--- config.mk ---
export PLATFORM = sky130hd
export DESIGN_NAME = mem_access_stage
export DESIGN_NICKNAME = d
export VERILOG_FILES = /design/src/rtl/mem_stage_pkg.sv /design/src/rtl/mem_lane_align.sv /design/src/rtl/mem_access_stage.sv
export SDC_FILE = /design/constraint.sdc
export NUM_CORES = 1
export LEC_CHECK = 0
export BUFFER_PORTS_ARGS = -buffer_cell sky130_fd_sc_hd__buf_4
export CORE_AREA = 2 2 136 138
export CTS_BUF_LIST = sky130_fd_sc_hd__clkbuf_16
export DETAILED_ROUTE_END_ITERATION = 8
export DIE_AREA = 0 0 138 140
export PLACE_DENSITY = 0.76
export SLEW_MARGIN = 20
export SYNTH_ARGS = -nofsm -noshare
export SYNTH_HDL_FRONTEND = slang
export SYNTH_SLANG_ARGS = --single-unit
--- constraint.sdc ---
create_clock -name clk -period 2 [get_ports clk]
set_clock_uncertainty 0.1 [all_clocks]
set_input_delay 0.4 -clock clk [delete_from_list [all_inputs] [get_ports clk]]
set_output_delay 0.4 -clock clk [all_outputs]
set_load 0.1 [all_outputs]
--- src/rtl/mem_stage_pkg.sv ---
// Shared encodings for the memory-access pipeline stage: access sizes, FSM states, lane masks.
package mem_stage_pkg;

    localparam logic [1:0] SZ_B = 2'b00;
    localparam logic [1:0] SZ_H = 2'b01;
    localparam logic [1:0] SZ_W = 2'b10;

    localparam logic [3:0] LANE_B = 4'b0001;
    localparam logic [3:0] LANE_H = 4'b0011;
    localparam logic [3:0] LANE_W = 4'b1111;

    typedef enum logic [1:0] {
        IDLE = 2'b00,
        REQ  = 2'b01,
        WAIT = 2'b10,
        DONE = 2'b11
    } state_e;

    // Size 2'b11 is handled as a word everywhere.
    function automatic logic is_misaligned(input logic [1:0] size, input logic [1:0] lo);
        case (size)
            SZ_B:    return 1'b0;
            SZ_H:    return lo[0];
            default: return lo != 2'b00;
        endcase
    endfunction

endpackage

--- src/rtl/mem_lane_align.sv ---
// Byte-lane steering: store strobes/replicated data and load extraction with sign/zero extension.
module mem_lane_align
    import mem_stage_pkg::*;
(
    input  logic [1:0]  size_i,
    input  logic        signed_i,
    input  logic [1:0]  addr_lo_i,
    input  logic [31:0] st_data_i,
    input  logic [31:0] rd_data_i,
    output logic [3:0]  wstrb_o,
    output logic [31:0] wdata_o,
    output logic [31:0] ld_data_o
);

    logic [7:0]  byte_sel;
    logic [15:0] half_sel;

    always_comb begin
        case (addr_lo_i)
            2'd0:    byte_sel = rd_data_i[7:0];
            2'd1:    byte_sel = rd_data_i[15:8];
            2'd2:    byte_sel = rd_data_i[23:16];
            default: byte_sel = rd_data_i[31:24];
        endcase
        half_sel = addr_lo_i[1] ? rd_data_i[31:16] : rd_data_i[15:0];
    end

    always_comb begin
        wstrb_o   = LANE_W;
        wdata_o   = st_data_i;
        ld_data_o = rd_data_i;
        case (size_i)
            SZ_B: begin
                wstrb_o   = LANE_B << addr_lo_i;
                wdata_o   = {4{st_data_i[7:0]}};
                ld_data_o = {{24{signed_i & byte_sel[7]}}, byte_sel};
            end
            SZ_H: begin
                // Half lane ignores addr bit 0, so a misaligned half uses its aligned lane.
                wstrb_o   = LANE_H << {addr_lo_i[1], 1'b0};
                wdata_o   = {2{st_data_i[15:0]}};
                ld_data_o = {{16{signed_i & half_sel[15]}}, half_sel};
            end
            default: ;
        endcase
    end

endmodule

--- src/rtl/mem_access_stage.sv ---
// Memory-access pipeline stage with a split addr/data handshake data-memory bus.
// Optional misalignment exception: define MEM_MISALIGN_CHECK_EN.
module mem_access_stage
    import mem_stage_pkg::*;
#(
    parameter int unsigned ADDR_W    = 32,
    parameter int unsigned PAYLOAD_W = 70
) (
    input  logic                 clk,
    input  logic                 reset,
    input  logic                 in_valid,
    output logic                 in_allow,
    input  logic                 in_load,
    input  logic                 in_store,
    input  logic [1:0]           in_size,
    input  logic                 in_signed,
    input  logic [ADDR_W-1:0]    in_addr,
    input  logic [31:0]          in_wdata,
    input  logic [PAYLOAD_W-1:0] in_payload,
    output logic                 out_valid,
    input  logic                 out_allow,
    output logic [31:0]          out_rdata,
    output logic                 out_ale,
    output logic [PAYLOAD_W-1:0] out_payload,
    output logic                 dm_req,
    output logic                 dm_wr,
    output logic [3:0]           dm_wstrb,
    output logic [ADDR_W-1:0]    dm_addr,
    output logic [31:0]          dm_wdata,
    input  logic                 dm_addr_ok,
    input  logic                 dm_data_ok,
    input  logic [31:0]          dm_rdata
);

    state_e               state_q;
    logic                 load_q;
    logic                 store_q;
    logic                 signed_q;
    logic [1:0]           size_q;
    logic [ADDR_W-1:0]    addr_q;
    logic [31:0]          wdata_q;
    logic [31:0]          rdata_q;
    logic [PAYLOAD_W-1:0] payload_q;
    logic                 ale_q;

    logic                 allow;
    logic                 capture;
    logic                 mem_op;
    logic                 mis_d;
    logic [3:0]           lane_strb;
    logic [31:0]          lane_wdata;
    logic [31:0]          lane_ldata;

    assign allow   = (state_q == IDLE) | ((state_q == DONE) & out_allow);
    assign capture = in_valid & allow;
    assign mem_op  = in_load | in_store;

`ifdef MEM_MISALIGN_CHECK_EN
    assign mis_d = mem_op & is_misaligned(in_size, in_addr[1:0]);
`else
    assign mis_d = 1'b0;
`endif

    mem_lane_align u_align (
        .size_i    (size_q),
        .signed_i  (signed_q),
        .addr_lo_i (addr_q[1:0]),
        .st_data_i (wdata_q),
        .rd_data_i (dm_rdata),
        .wstrb_o   (lane_strb),
        .wdata_o   (lane_wdata),
        .ld_data_o (lane_ldata)
    );

    always_ff @(posedge clk) begin
        if (reset) begin
            state_q   <= IDLE;
            load_q    <= 1'b0;
            store_q   <= 1'b0;
            signed_q  <= 1'b0;
            size_q    <= '0;
            addr_q    <= '0;
            wdata_q   <= '0;
            rdata_q   <= '0;
            payload_q <= '0;
            ale_q     <= 1'b0;
        end else begin
            case (state_q)
                REQ: begin
                    if (dm_addr_ok) state_q <= WAIT;
                end
                WAIT: begin
                    if (dm_data_ok) begin
                        rdata_q <= load_q ? lane_ldata : '0;
                        state_q <= DONE;
                    end
                end
                DONE: begin
                    if (out_allow) state_q <= IDLE;
                end
                default: ;
            endcase
            // Capture overrides the DONE->IDLE step so back-to-back ops have no bubble.
            if (capture) begin
                load_q    <= in_load;
                store_q   <= in_store;
                signed_q  <= in_signed;
                size_q    <= in_size;
                addr_q    <= in_addr;
                wdata_q   <= in_wdata;
                payload_q <= in_payload;
                rdata_q   <= '0;
                ale_q     <= mis_d;
                state_q   <= (mem_op && !mis_d) ? REQ : DONE;
            end
        end
    end

    assign in_allow    = allow & ~reset;
    assign out_valid   = (state_q == DONE) & ~reset;
    assign out_rdata   = reset ? '0 : rdata_q;
    assign out_payload = reset ? '0 : payload_q;
`ifdef MEM_MISALIGN_CHECK_EN
    assign out_ale     = ale_q & ~reset;
`else
    assign out_ale     = 1'b0;
`endif

    assign dm_req   = (state_q == REQ) & ~reset;
    assign dm_wr    = store_q & ~reset;
    assign dm_wstrb = (store_q && !reset) ? lane_strb : '0;
    assign dm_wdata = (store_q && !reset) ? lane_wdata : '0;
    assign dm_addr  = reset ? '0 : {addr_q[ADDR_W-1:2], 2'b00};

endmodule

[After elaboration in Yosys (flattened, before gate mapping)]
Cells that the tools add are included.
Storage, ports and cells
  register bits: 173
  input port bits: 177
  output and inout bits: 175
  word-level logic and storage cells: 57
Cells by class
  equal/unequal tests: 9
  shift-type cells: 2
  muxes and demuxes: 17
  bitwise logic cells: 11
  reduce and logical (&&, ||, !) cells: 9
Operators by type and width (number)
  2-to-1 mux 32 bit: 4
  case mux 32 bit (2 select lines): 2
  2-to-1 mux 70 bit: 1
  case mux 8 bit (3 select lines): 1
  2-to-1 mux 16 bit: 1
  2-to-1 mux 2 bit: 5
  inequality test 3 bit (second input constant): 3
  bitwise AND 1 bit: 8
  case mux 4 bit (2 select lines): 1
  equality test 2 x 1 -> 1 bit (second input constant): 3
  equality test 2 bit (second input constant): 3
  zero test 2 bit: 3
  case mux 2 bit (3 select lines): 1
  2-to-1 mux 4 bit: 1
  AND reduction 4 bit: 1
  nonzero test 4 bit: 1
  << shifter 1 x 2 -> 4 bit (first input constant): 1
  << shifter 2 x 2 -> 4 bit (first input constant): 1
  OR 1 bit: 2
  AND reduction 2 bit: 1
  OR reduction 2 bit: 1
  logical AND 1 bit: 1
  zero test 1 bit: 1
  inverter 1 bit: 1

[Longest topological paths before layout]
Gate-level depths: netlist (run 1).
  depth after elaboration: 6
  gate-level depth with buffers: 9
  mapped depth without buffers: 6

[Modules after synthesis]
Synthesis (run 1) repeated with hierarchy kept, for this count alone.
Unflattened totals
  cell total of the unflattened synthesis: 1183
  area total of the unflattened synthesis: 9027.4 sq um
Modules (own cells, without submodules)
  mem_access_stage: times used 1, cells an instance 1004, area an instance 7810.0 sq um, seq. area each 3463.3 sq um
  mem_lane_align: times used 1, cells an instance 179, area an instance 1217.4 sq um, seq. area each 0.0 sq um

[Least setup slack after synthesis (run 1)]
OpenSTA, ideal clock, no wires.
  path type: register -> output
  start point: register size_q[1]
  end point: output dm_wdata[13]
  data arrival time: 2.561 ns
  required time: 1.500 ns
  slack: -1.061 ns
  cell stages (with the launch flop): 6
  buffers on the path: 3
  path through: dfxtp_1 -> buf_2 -> buf_2 -> buf_2 -> o21ai_0 -> a21oi_1
Between the ends
  longest elaborated chain between the ends: 3
  elaborated cells on any way between the ends: 4
  those cells by class: 1 x eq/ne; 2 x mux; 1 x reduce/logical
RTL lines
  start: declaration: line mem_access_stage.sv:39  | logic [1:0] size_q;
  start signal: assignment: line mem_access_stage.sv:108  | size_q <= in_size;
  equality test 2 x 1 -> 1 bit or zero test 2 bit (tied branches): line mem_lane_align.sv:32  | case (size_i)
  case mux 32 bit (2 select lines) (*): line mem_lane_align.sv:32
  2-to-1 mux 32 bit (*): line mem_access_stage.sv:132  | assign dm_wdata = (store_q && !reset) ? lane_wdata : '0;
  end: declaration: line mem_access_stage.sv:29  | output logic [31:0] dm_wdata,
Mark *: on every way between the ends. The rest lies on a longest branch, timed or not.

[Final worst setup path (run 1)]
  start point: register size_q[0]
  end point: output dm_wdata[26]
The elaborated chain is that of the path after synthesis.

==> impl_metrics.env, run 1 <==
export IMPL_max_stage_delay_ps=390
export IMPL_setup_viol=25
export IMPL_final_min_clock_period_ps=2300
export IMPL_cts_sinks=173
export IMPL_fp_row_count=49
export IMPL_holdCritPathClass="in2reg"
export IMPL_synth_most_common_cell="nand2_1"
export IMPL_synth_top_cell_area_share=0.436
export IMPL_layout_nets=1573
export IMPL_leakage_nw=5.41
export IMPL_fill_cells=1289
export IMPL_drc=0
export IMPL_grt_pass1_vias=8574
export IMPL_crit_arrival_ps=1800
export IMPL_crit_top_cell="buf_12"
export IMPL_cp_start_kind="register"
export IMPL_area_delta_synth_final_pct=65.7
export IMPL_status="finished with violations"
export IMPL_cts_tree="built"
export IMPL_endpoint_kind="primary output"
export IMPL_fmax_ghz=0.435
export IMPL_synth_top_area_cell="dfxtp_1"
export IMPL_finalHoldViolations=0
export IMPL_grt_use_total=0.293
export IMPL_crit_required_ps=1500
export IMPL_drive_above_1_share=0.411
export IMPL_fp_dieW_um=138
export IMPL_holdBufCountCts=0
export IMPL_antenna_found_initial=1
export IMPL_num_io_pins=352
export IMPL_synth_edf_count=0
export IMPL_route_vias_total=8681
export IMPL_postSynthCellCount=1043
export IMPL_root_buffer="clkbuf_16"
export IMPL_clk_pin_slew_ps=70
export IMPL_synth_area_per_cell_sq_um=7.62
export IMPL_p_per_area_nw_per_um2=1040
export IMPL_synth_flop_cell="dfxtp_1"
export IMPL_synth_commonest_cells="nand2_1 (305), dfxtp_1 (173), a21oi_1 (159), nor2b_1 (141), clkbuf_1 (53)"
export IMPL_synth_cell_type_count=43
export IMPL_crit_type="reg2out"
export IMPL_syn_area_sq_um=7950
export IMPL_htree_levels=4
export IMPL_slew_violations=0
export IMPL_violations="setup timing"
export IMPL_port_buffers=348
export IMPL_ys_top_cells_by_area="dfxtp_1 (44%), nand2_1 (14%), nor2b_1 (11%)"
export IMPL_numCtsBuffers=17
export IMPL_dieHeight_um=140
export IMPL_synth_warnings=0
export IMPL_worstPathCellList="buf_12, buf_16, mux2i_4, nor2_2, a21oi_2, nor2_4, buf_12"
export IMPL_core_area_sq_um=17800
export IMPL_min_period_over_period=1.15
export IMPL_cp_slowest_cell="dfxtp_4"
export IMPL_clk_path_buf_depth=2
export IMPL_place_congestion=0.885
export IMPL_grt_overflow=0
export IMPL_drv_cap=0
export IMPL_cp_max_fo=6
export IMPL_irDropWorstVdd_uv=746
export IMPL_grt_max_degree=80
export IMPL_rsz0062_at_grt="true"
export IMPL_power_total_mw=13.7
export IMPL_setup_slack_ps=-301
export IMPL_ys_seq_elements=173
export IMPL_drtAntennaViolNets=0
export IMPL_post_dp_hpwl_um=19800
export IMPL_drtIter0Drc=523
export IMPL_start_util=0.447
export IMPL_grt_pass1_wl_um=45400
export IMPL_dr_pass1_iters=5
export IMPL_synthArstFlopShare=0
export IMPL_clk_latency_ps=420
export IMPL_wirelength_um=30500
export IMPL_hold_slack_ps=105
export IMPL_wire_per_inst_um=18.6
export IMPL_yosysSeqAreaShare=0.436
export IMPL_viasPerCell=5.31
export IMPL_dieArea_sq_um=19300
-- cells by family (layout without fill, tap and decap cells) --
kind of cell	Yosys count	after routing	synth area share
AND/OR/NAND/NOR	525	525	0.302
AO/OA/AOI/OAI	219	219	0.167
flip-flops	173	173	0.436
buffers and inverters	93	453	0.0502
multiplexers	28	28	0.0381
adder cells (fa/ha/maj)	4	4	0.00630
other	1	4	0.000472
-- layer usage --
layer / up-vias / wire length, um / share of wire / global-route usage
li1: 4104 / - / - / -
met1: 4087 / 11200 / 0.37 / 0.319
met2: 395 / 15400 / 0.51 / 0.518
met3: 95 / 2450 / 0.080 / 0.0926
met4: 0 / 1430 / 0.047 / 0.140
met5: - / 0 / 0 / 0
-- final timing paths --
check                startpoint  cells past startpoint             to  slack, ps
hold / removal      in_wdata[3]                      3     wdata_q[3]        110
hold reg to reg   payload_q[59]                      2  payload_q[59]        350
setup / recovery      size_q[0]                      7   dm_wdata[26]       -300
setup reg to reg     state_q[1]                      9    rdata_q[31]         70
-- repair_timing --
action                                  4_1_cts  5_1_grt
cloned                                        7        2
setup buffers                                14        8
pin swaps                                    23       17
endpoints found under the setup margin       38       69
resized for setup                           166       36
endpoints found under the hold margin         0        0
-- flip-flops by register name, summed over array words and instances (netlist names) --
register and count:
signed_q 1, rdata_q 32, addr_q 32, wdata_q 32
size_q 2, load_q 1, payload_q 70, store_q 1
state_q 2
-- layout by cell type (no fill, tap or decap), types with 6 or more instances in the layout --
cell and instances:
buf_4 341, nand2_1 295, dfxtp_1 163, a21oi_1 143, nor2b_1 119, buf_12 45
o2bb2ai_1 23, nor2_1 21, nor2b_4 20, nor2_4 19, clkbuf_16 19, buf_6 12
and2_4 11, mux2i_4 10, a21oi_4 10, nand2b_1 10, mux2_2 8, dfxtp_2 8
nor2_2 7, mux2i_1 7, nand2_4 7, a32o_1 7, a221oi_1 7, buf_16 7
a21oi_2 6, o21ai_1 6, buf_8 6
-- critical path, delay by kind of cell, from the launching register on --
family	cells	cell delay, ps
AND/OR/NAND/NOR	2	280
flip-flops	1	390
multiplexers	1	190
buffers and inverters	3	460
AO/OA/AOI/OAI	1	60
-- final cells by class --
class                      instances  area (sq um)  share of cell area
antenna                            1          2.50            0.000190
sequential                       173          3480               0.264
inverter                           6          26.3             0.00199
multi-input combinational        779          4820               0.366
clock buffer                      17           425              0.0323
timing repair inverter             1          7.51            0.000570
timing repair buffer             414          3960               0.301
tap                              229           287              0.0218
clock inverter                    15           161              0.0123
-- power breakdown --
part | internal, mW | leakage (nW) | switching [mW] | total [mW]
registers | 3.96 | 1.42 | 0.399 | 4.35
clock network | 1.86 | 0.284 | 1.48 | 3.34
logic | 2.12 | 3.71 | 3.89 | 6.01
total | 7.94 | 5.41 | 5.77 | 13.7
-- stage by stage --
stage	setup WS [ps]	instances	utilization	TNS [ps]	area [sq um]
CTS	-260	1626	0.727	-4030	12900
floorplan	-778	1045	-	-90610	8430
detailed placement	36.8	1573	0.641	0	11400
global route	-361	1635	0.741	-5910	13200
finish	-301	1635	0.741	-4660	13200
global placement	96.4	1573	0.641	0	11400
Note: power is estimated with default switching activity, not from simulation.
==> run 2: changes to the inputs <==
--- a/config.mk
+++ b/config.mk
@@ -6,10 +6,10 @@
 export NUM_CORES = 1
 export LEC_CHECK = 0
 export BUFFER_PORTS_ARGS = -buffer_cell sky130_fd_sc_hd__buf_4
-export CORE_AREA = 2 2 136 138
+export CORE_AREA = 3 3 137 139
 export CTS_BUF_LIST = sky130_fd_sc_hd__clkbuf_16
 export DETAILED_ROUTE_END_ITERATION = 8
-export DIE_AREA = 0 0 138 140
+export DIE_AREA = 0 0 140 142
 export PLACE_DENSITY = 0.76
 export SLEW_MARGIN = 20
 export SYNTH_ARGS = -nofsm -noshare
==> impl_metrics.env, run 2 (synthesized netlist as in run 1, its figures left out) <==
export IMPL_status="finished with violations"
export IMPL_violations="setup timing"
export IMPL_leakage_nw=5.31
export IMPL_dieHeight_um=142
export IMPL_post_route_util=0.727
export IMPL_r2r_end="rdata_q[9]"
export IMPL_setup_viol=28
export IMPL_antenna_cells=0
export IMPL_max_stage_delay_ps=410
export IMPL_rrSetupSlack_ps=70
export IMPL_antenna_found_initial=1
export IMPL_internal_power_mw=7.73
export IMPL_root_buffer="clkbuf_16"
export IMPL_drv_cap=0
export IMPL_crit_arrival_ps=1710
export IMPL_final_min_clock_period_ps=2210
export IMPL_regArea_sq_um=3480
export IMPL_htree_levels=4
export IMPL_cp_max_fo=8
export IMPL_clk_path_buf_depth=2
export IMPL_numCtsBuffers=17
export IMPL_p_per_area_nw_per_um2=1040
export IMPL_fill_cells=1372
export IMPL_dr_pass1_iters=5
export IMPL_grt_use_total=0.277
export IMPL_area_delta_synth_final_pct=62.6
export IMPL_clk_latency_ps=420
export IMPL_dieArea_sq_um=19900
export IMPL_post_dp_hpwl_um=20800
export IMPL_layout_commonest_cell="buf_4"
export IMPL_r2r_cells=9
export IMPL_fin_setup_tns_ps=-3520
export IMPL_rsz0062_at_grt="true"
export IMPL_core_area_sq_um=17800
export IMPL_mostFrequentLayoutCells="buf_4 (341), nand2_1 (299), dfxtp_1 (165)"
export IMPL_r2r_start="state_q[0]"
export IMPL_clk_pin_slew_ps=70
export IMPL_power_frac_comb=0.431
export IMPL_multi_input_area_sq_um=4740
export IMPL_regMostFlops="payload_q"
export IMPL_pwr_share_seq=0.324
export IMPL_power_switching_mw=5.68
export IMPL_crit_family="flip-flops"
export IMPL_grt_overflow=0
export IMPL_start_util=0.447
export IMPL_holdBufCountCts=0
export IMPL_cp_buffers_inverters=2
export IMPL_wire_per_inst_um=18.1
export IMPL_slew_violations=0
export IMPL_crit_type="reg2out"
export IMPL_port_buffers=348
export IMPL_num_io_pins=352
export IMPL_drc=0
export IMPL_swShare=0.424
export IMPL_hold_slack_ps=111
export IMPL_cp_start_kind="register"
export IMPL_placed_cell_area_sq_um=11500
export IMPL_grt_max_degree=86
export IMPL_drtIter0Drc=471
export IMPL_crit_end="dm_wdata[31]"
export IMPL_fmax_ghz=0.453
export IMPL_cts_tree="built"
export IMPL_holdCritPathClass="in2reg"
export IMPL_min_period_over_period=1.10
export IMPL_fp_row_count=49
export IMPL_pwr_share_clk=0.245
export IMPL_finalHoldViolations=0
export IMPL_place_congestion=0.866
export IMPL_crit_cells=6
export IMPL_power_total_mw=13.4
export IMPL_cp_slowest_cell="dfxtp_4"
export IMPL_largest_register_ffs=70
export IMPL_drive_above_1_share=0.403
export IMPL_startpoint="size_q[0]"
export IMPL_crit_top_cell="buf_12"
export IMPL_layout_nets=1569
export IMPL_grt_pass1_vias=8283
export IMPL_viasPerCell=5.20
export IMPL_endpoint_kind="primary output"
export IMPL_cts_sinks=173
export IMPL_route_vias_total=8479
export IMPL_setup_slack_ps=-209
export IMPL_worstPathCellList="buf_12, mux2i_2, nor2_1, a21oi_2, nor2_4, buf_12"
export IMPL_wirelength_um=29500
export IMPL_grt_pass1_wl_um=44000
export IMPL_fp_dieW_um=140
export IMPL_drtAntennaViolNets=0
export IMPL_irDropWorstVdd_uv=666
export IMPL_crit_required_ps=1500
export IMPL_design_area_sq_um=12900
[run 2: final cells by class]
type / count / share of cell area
sequential: 173 / 0.269
clock buffer: 17 / 0.0329
inverter: 6 / 0.00203
clock inverter: 15 / 0.0118
tap: 229 / 0.0222
timing repair buffer: 409 / 0.295
timing repair inverter: 1 / 0.000581
multi-input combinational: 780 / 0.367
[run 2: through the flow]
stage	std cells	worst slack, ps
final	1630	-209
after global routing	1630	-263
after CTS	1623	-199
after detailed placement	1579	13.3
after global placement	1579	46.2
after floorplan	1045	-778
[run 2: how the worst min path moves through the flow]
stage	end	slack, ps	depth (start not counted)	startpoint
2_1_floorplan	rdata_q[16]	320	1	rdata_q[16]
3_3_place_gp	rdata_q[20]	340	1	rdata_q[20]
3_5_place_dp	rdata_q[5]	340	1	rdata_q[5]
4_1_cts	size_q[1]	100	3	in_size[1]
5_1_grt	payload_q[7]	100	3	in_payload[7]
6_report	size_q[1]	110	3	in_size[1]
[run 2: timing repair]
action | CTS | global route
cloned | 4 | 1
pin swaps | 19 | 16
endpoints found under the setup margin | 39 | 63
setup buffers | 8 | 6
gates resized for setup | 133 | 33
[run 2: worst min-delay path, delay by kind of cell]
family | cells | cell delay [ps]
buffers and inverters | 1 | 110
AO/OA/AOI/OAI | 1 | 50
AND/OR/NAND/NOR | 1 | 40
[run 2: metal layers]
layer	routed length (um)	global-route usage	vias to the layer above
met5	20	0	-
met3	2530	0.0887	67
li1	-	-	4094
met2	15100	0.488	358
met4	1090	0.107	2
met1	10800	0.314	3958
[run 2: power groups by stage]
stage	sequential (mW)	combinational, mW	clock, mW
CTS	4.33	5.65	3.33
global route	4.39	6.16	3.46
floorplan	4.21	3.85	0
finish	4.35	5.78	3.28
global placement	4.34	5.24	0
detailed placement	4.35	5.30	0
==> run 3: changes to the inputs <==
--- a/config.mk
+++ b/config.mk
@@ -6,11 +6,12 @@
 export NUM_CORES = 1
 export LEC_CHECK = 0
 export BUFFER_PORTS_ARGS = -buffer_cell sky130_fd_sc_hd__buf_4
-export CORE_AREA = 3 3 137 139
+export CORE_ASPECT_RATIO = 1.1
+export CORE_MARGIN = 4
+export CORE_UTILIZATION = 48
 export CTS_BUF_LIST = sky130_fd_sc_hd__clkbuf_16
 export DETAILED_ROUTE_END_ITERATION = 8
-export DIE_AREA = 0 0 140 142
-export PLACE_DENSITY = 0.76
+export PLACE_DENSITY = 0.81
 export SLEW_MARGIN = 20
 export SYNTH_ARGS = -nofsm -noshare
 export SYNTH_HDL_FRONTEND = slang
==> impl_metrics.env, run 3 (synthesized netlist as in run 1, its figures left out) <==
export IMPL_irDropWorstVdd_uv=695
export IMPL_start_util=0.487
export IMPL_min_period_over_period=1.13
export IMPL_fin_setup_tns_ps=-4110
export IMPL_num_io_pins=352
export IMPL_r2r_start="state_q[0]"
export IMPL_drtIter0Drc=567
export IMPL_cp_slowest_cell="dfxtp_4"
export IMPL_crit_top_cell="buf_12"
export IMPL_crit_type="reg2out"
export IMPL_violations="setup timing"
export IMPL_multi_input_area_sq_um=4810
export IMPL_endpoint_kind="primary output"
export IMPL_swShare=0.421
export IMPL_cp_buffers_inverters=2
export IMPL_r2r_cells=8
export IMPL_place_congestion=0.937
export IMPL_worstMarginPinSlew_ps=508
export IMPL_dieArea_sq_um=18700
export IMPL_crit_family="flip-flops"
export IMPL_crit_arrival_ps=1760
export IMPL_setup_viol=38
export IMPL_crit_cells=6
export IMPL_internal_power_mw=7.85
export IMPL_regMostFlops="payload_q"
export IMPL_drc=0
export IMPL_numCtsBuffers=17
export IMPL_wire_per_inst_um=19.7
export IMPL_core_area_sq_um=16300
export IMPL_crit_required_ps=1500
export IMPL_slew_headroom=0.661
export IMPL_port_buffers=348
export IMPL_placed_cell_area_sq_um=11300
export IMPL_regArea_sq_um=3480
export IMPL_slew_violations=0
export IMPL_cp_max_fo=6
export IMPL_preCtsSetupSlack_ps=97.8
export IMPL_p_per_area_nw_per_um2=1040
export IMPL_clk_latency_ps=420
export IMPL_grt_overflow=0
export IMPL_dieHeight_um=143
export IMPL_r2r_end="wdata_q[1]"
export IMPL_wirelength_um=31700
export IMPL_largest_register_ffs=70
export IMPL_layout_nets=1568
export IMPL_clk_pin_slew_ps=60
export IMPL_startpoint="size_q[0]"
export IMPL_dr_pass1_iters=6
export IMPL_drtAntennaViolNets=0
export IMPL_holdCritPathClass="in2reg"
export IMPL_rrSetupSlack_ps=-180
export IMPL_area_delta_synth_final_pct=63.8
export IMPL_grt_pass1_vias=8411
export IMPL_drive_above_1_share=0.405
export IMPL_power_frac_comb=0.441
export IMPL_grt_use_total=0.315
export IMPL_status="finished with violations"
export IMPL_fp_dieW_um=131
export IMPL_viasPerCell=5.44
export IMPL_cts_tree="built"
export IMPL_cts_sinks=173
export IMPL_design_area_sq_um=13000
export IMPL_hold_slack_ps=104
export IMPL_htree_levels=4
export IMPL_route_vias_total=8733
export IMPL_pwr_share_seq=0.321
export IMPL_mostFrequentLayoutCells="buf_4 (341), nand2_1 (295), dfxtp_1 (167)"
export IMPL_final_min_clock_period_ps=2260
export IMPL_fp_row_count=49
export IMPL_max_stage_delay_ps=420
export IMPL_clk_path_buf_depth=2
export IMPL_crit_end="dm_wdata[27]"
export IMPL_leakage_nw=5.36
export IMPL_root_buffer="clkbuf_16"
export IMPL_cp_start_kind="register"
export IMPL_grt_max_degree=62
export IMPL_fill_cells=1068
export IMPL_setup_slack_ps=-263
export IMPL_rsz0062_at_grt="true"
export IMPL_drv_cap=0
export IMPL_layout_commonest_cell="buf_4"
export IMPL_antenna_found_initial=1
export IMPL_power_switching_mw=5.71
export IMPL_pwr_share_clk=0.238
export IMPL_fmax_ghz=0.442
export IMPL_finalHoldViolations=0
export IMPL_worstPathCellList="buf_12, mux2i_2, nor2_2, a21oi_2, nor2_4, buf_12"
export IMPL_grt_pass1_wl_um=45700
export IMPL_post_dp_hpwl_um=20800
run 3: cell count changes in the layout (fill, tap and decap cells not counted), sizes merged:
cell	before	now
inv	13	10
buf	408	407
bufinv	1	2
clkbuf	17	18
clkinv	4	5
diode	0	1
o211ai	3	2
run 3: worst reg2reg max path, stage by stage (launching register included):
cell     delay (ps)
dfxtp_4         390
ha_4            170
a21o_4          130
buf_4           130
and2_4          160
buf_12          170
buf_12          240
nand2_1         120
a21oi_1         420
run 3: layer usage:
layer | global-route usage | vias up | share of wire
met5 | 0 | - | 0.00063
met1 | 0.349 | 4050 | 0.36
li1 | - | 4086 | -
met3 | 0.0995 | 121 | 0.090
met2 | 0.534 | 474 | 0.49
met4 | 0.167 | 2 | 0.059
run 3: final cells by class:
class,count,area share
clock inverters,14,0.00999
multi-input cells,779,0.369
flip-flops and latches,173,0.268
repair inverters,1,0.000577
diodes,1,0.000192
repair buffers,409,0.297
well taps,204,0.0196
inverters,6,0.00269
clock buffers,17,0.0327
run 3: power groups by stage:
stage	logic [mW]	clock network [mW]	registers (mW)
final	5.98	3.23	4.35
after global routing	6.31	3.39	4.40
after CTS	5.66	3.23	4.29
after detailed placement	5.25	0	4.30
after global placement	5.20	0	4.28
after floorplan	3.85	0	4.21
run 3: worst min-delay path by stage:
stage	startpoint	end	depth (start not counted)
after floorplan	rdata_q[16]	rdata_q[16]	1
after global placement	payload_q[64]	payload_q[64]	2
after detailed placement	rdata_q[19]	rdata_q[19]	1
after CTS	reset	addr_q[26]	2
after global routing	in_payload[49]	payload_q[49]	3
final	reset	addr_q[26]	2
run 3: metrics by stage:
step | utilization | total power, mW | cells
6_report | 0.798 | 13.6 | 1604
5_1_grt | 0.798 | 14.1 | 1603
4_1_cts | 0.778 | 13.2 | 1587
3_5_place_dp | 0.696 | 9.56 | 1545
3_3_place_gp | 0.696 | 9.48 | 1545
2_1_floorplan | - | 8.06 | 1045
run 3: repair_timing:
item                       4_1_cts  5_1_grt
hold buffers                     0        0
resized for setup              159       46
buffers inserted                 7       14
cloned                           4        3
pin swaps                       18       22
setup endpoints to repair       38       52
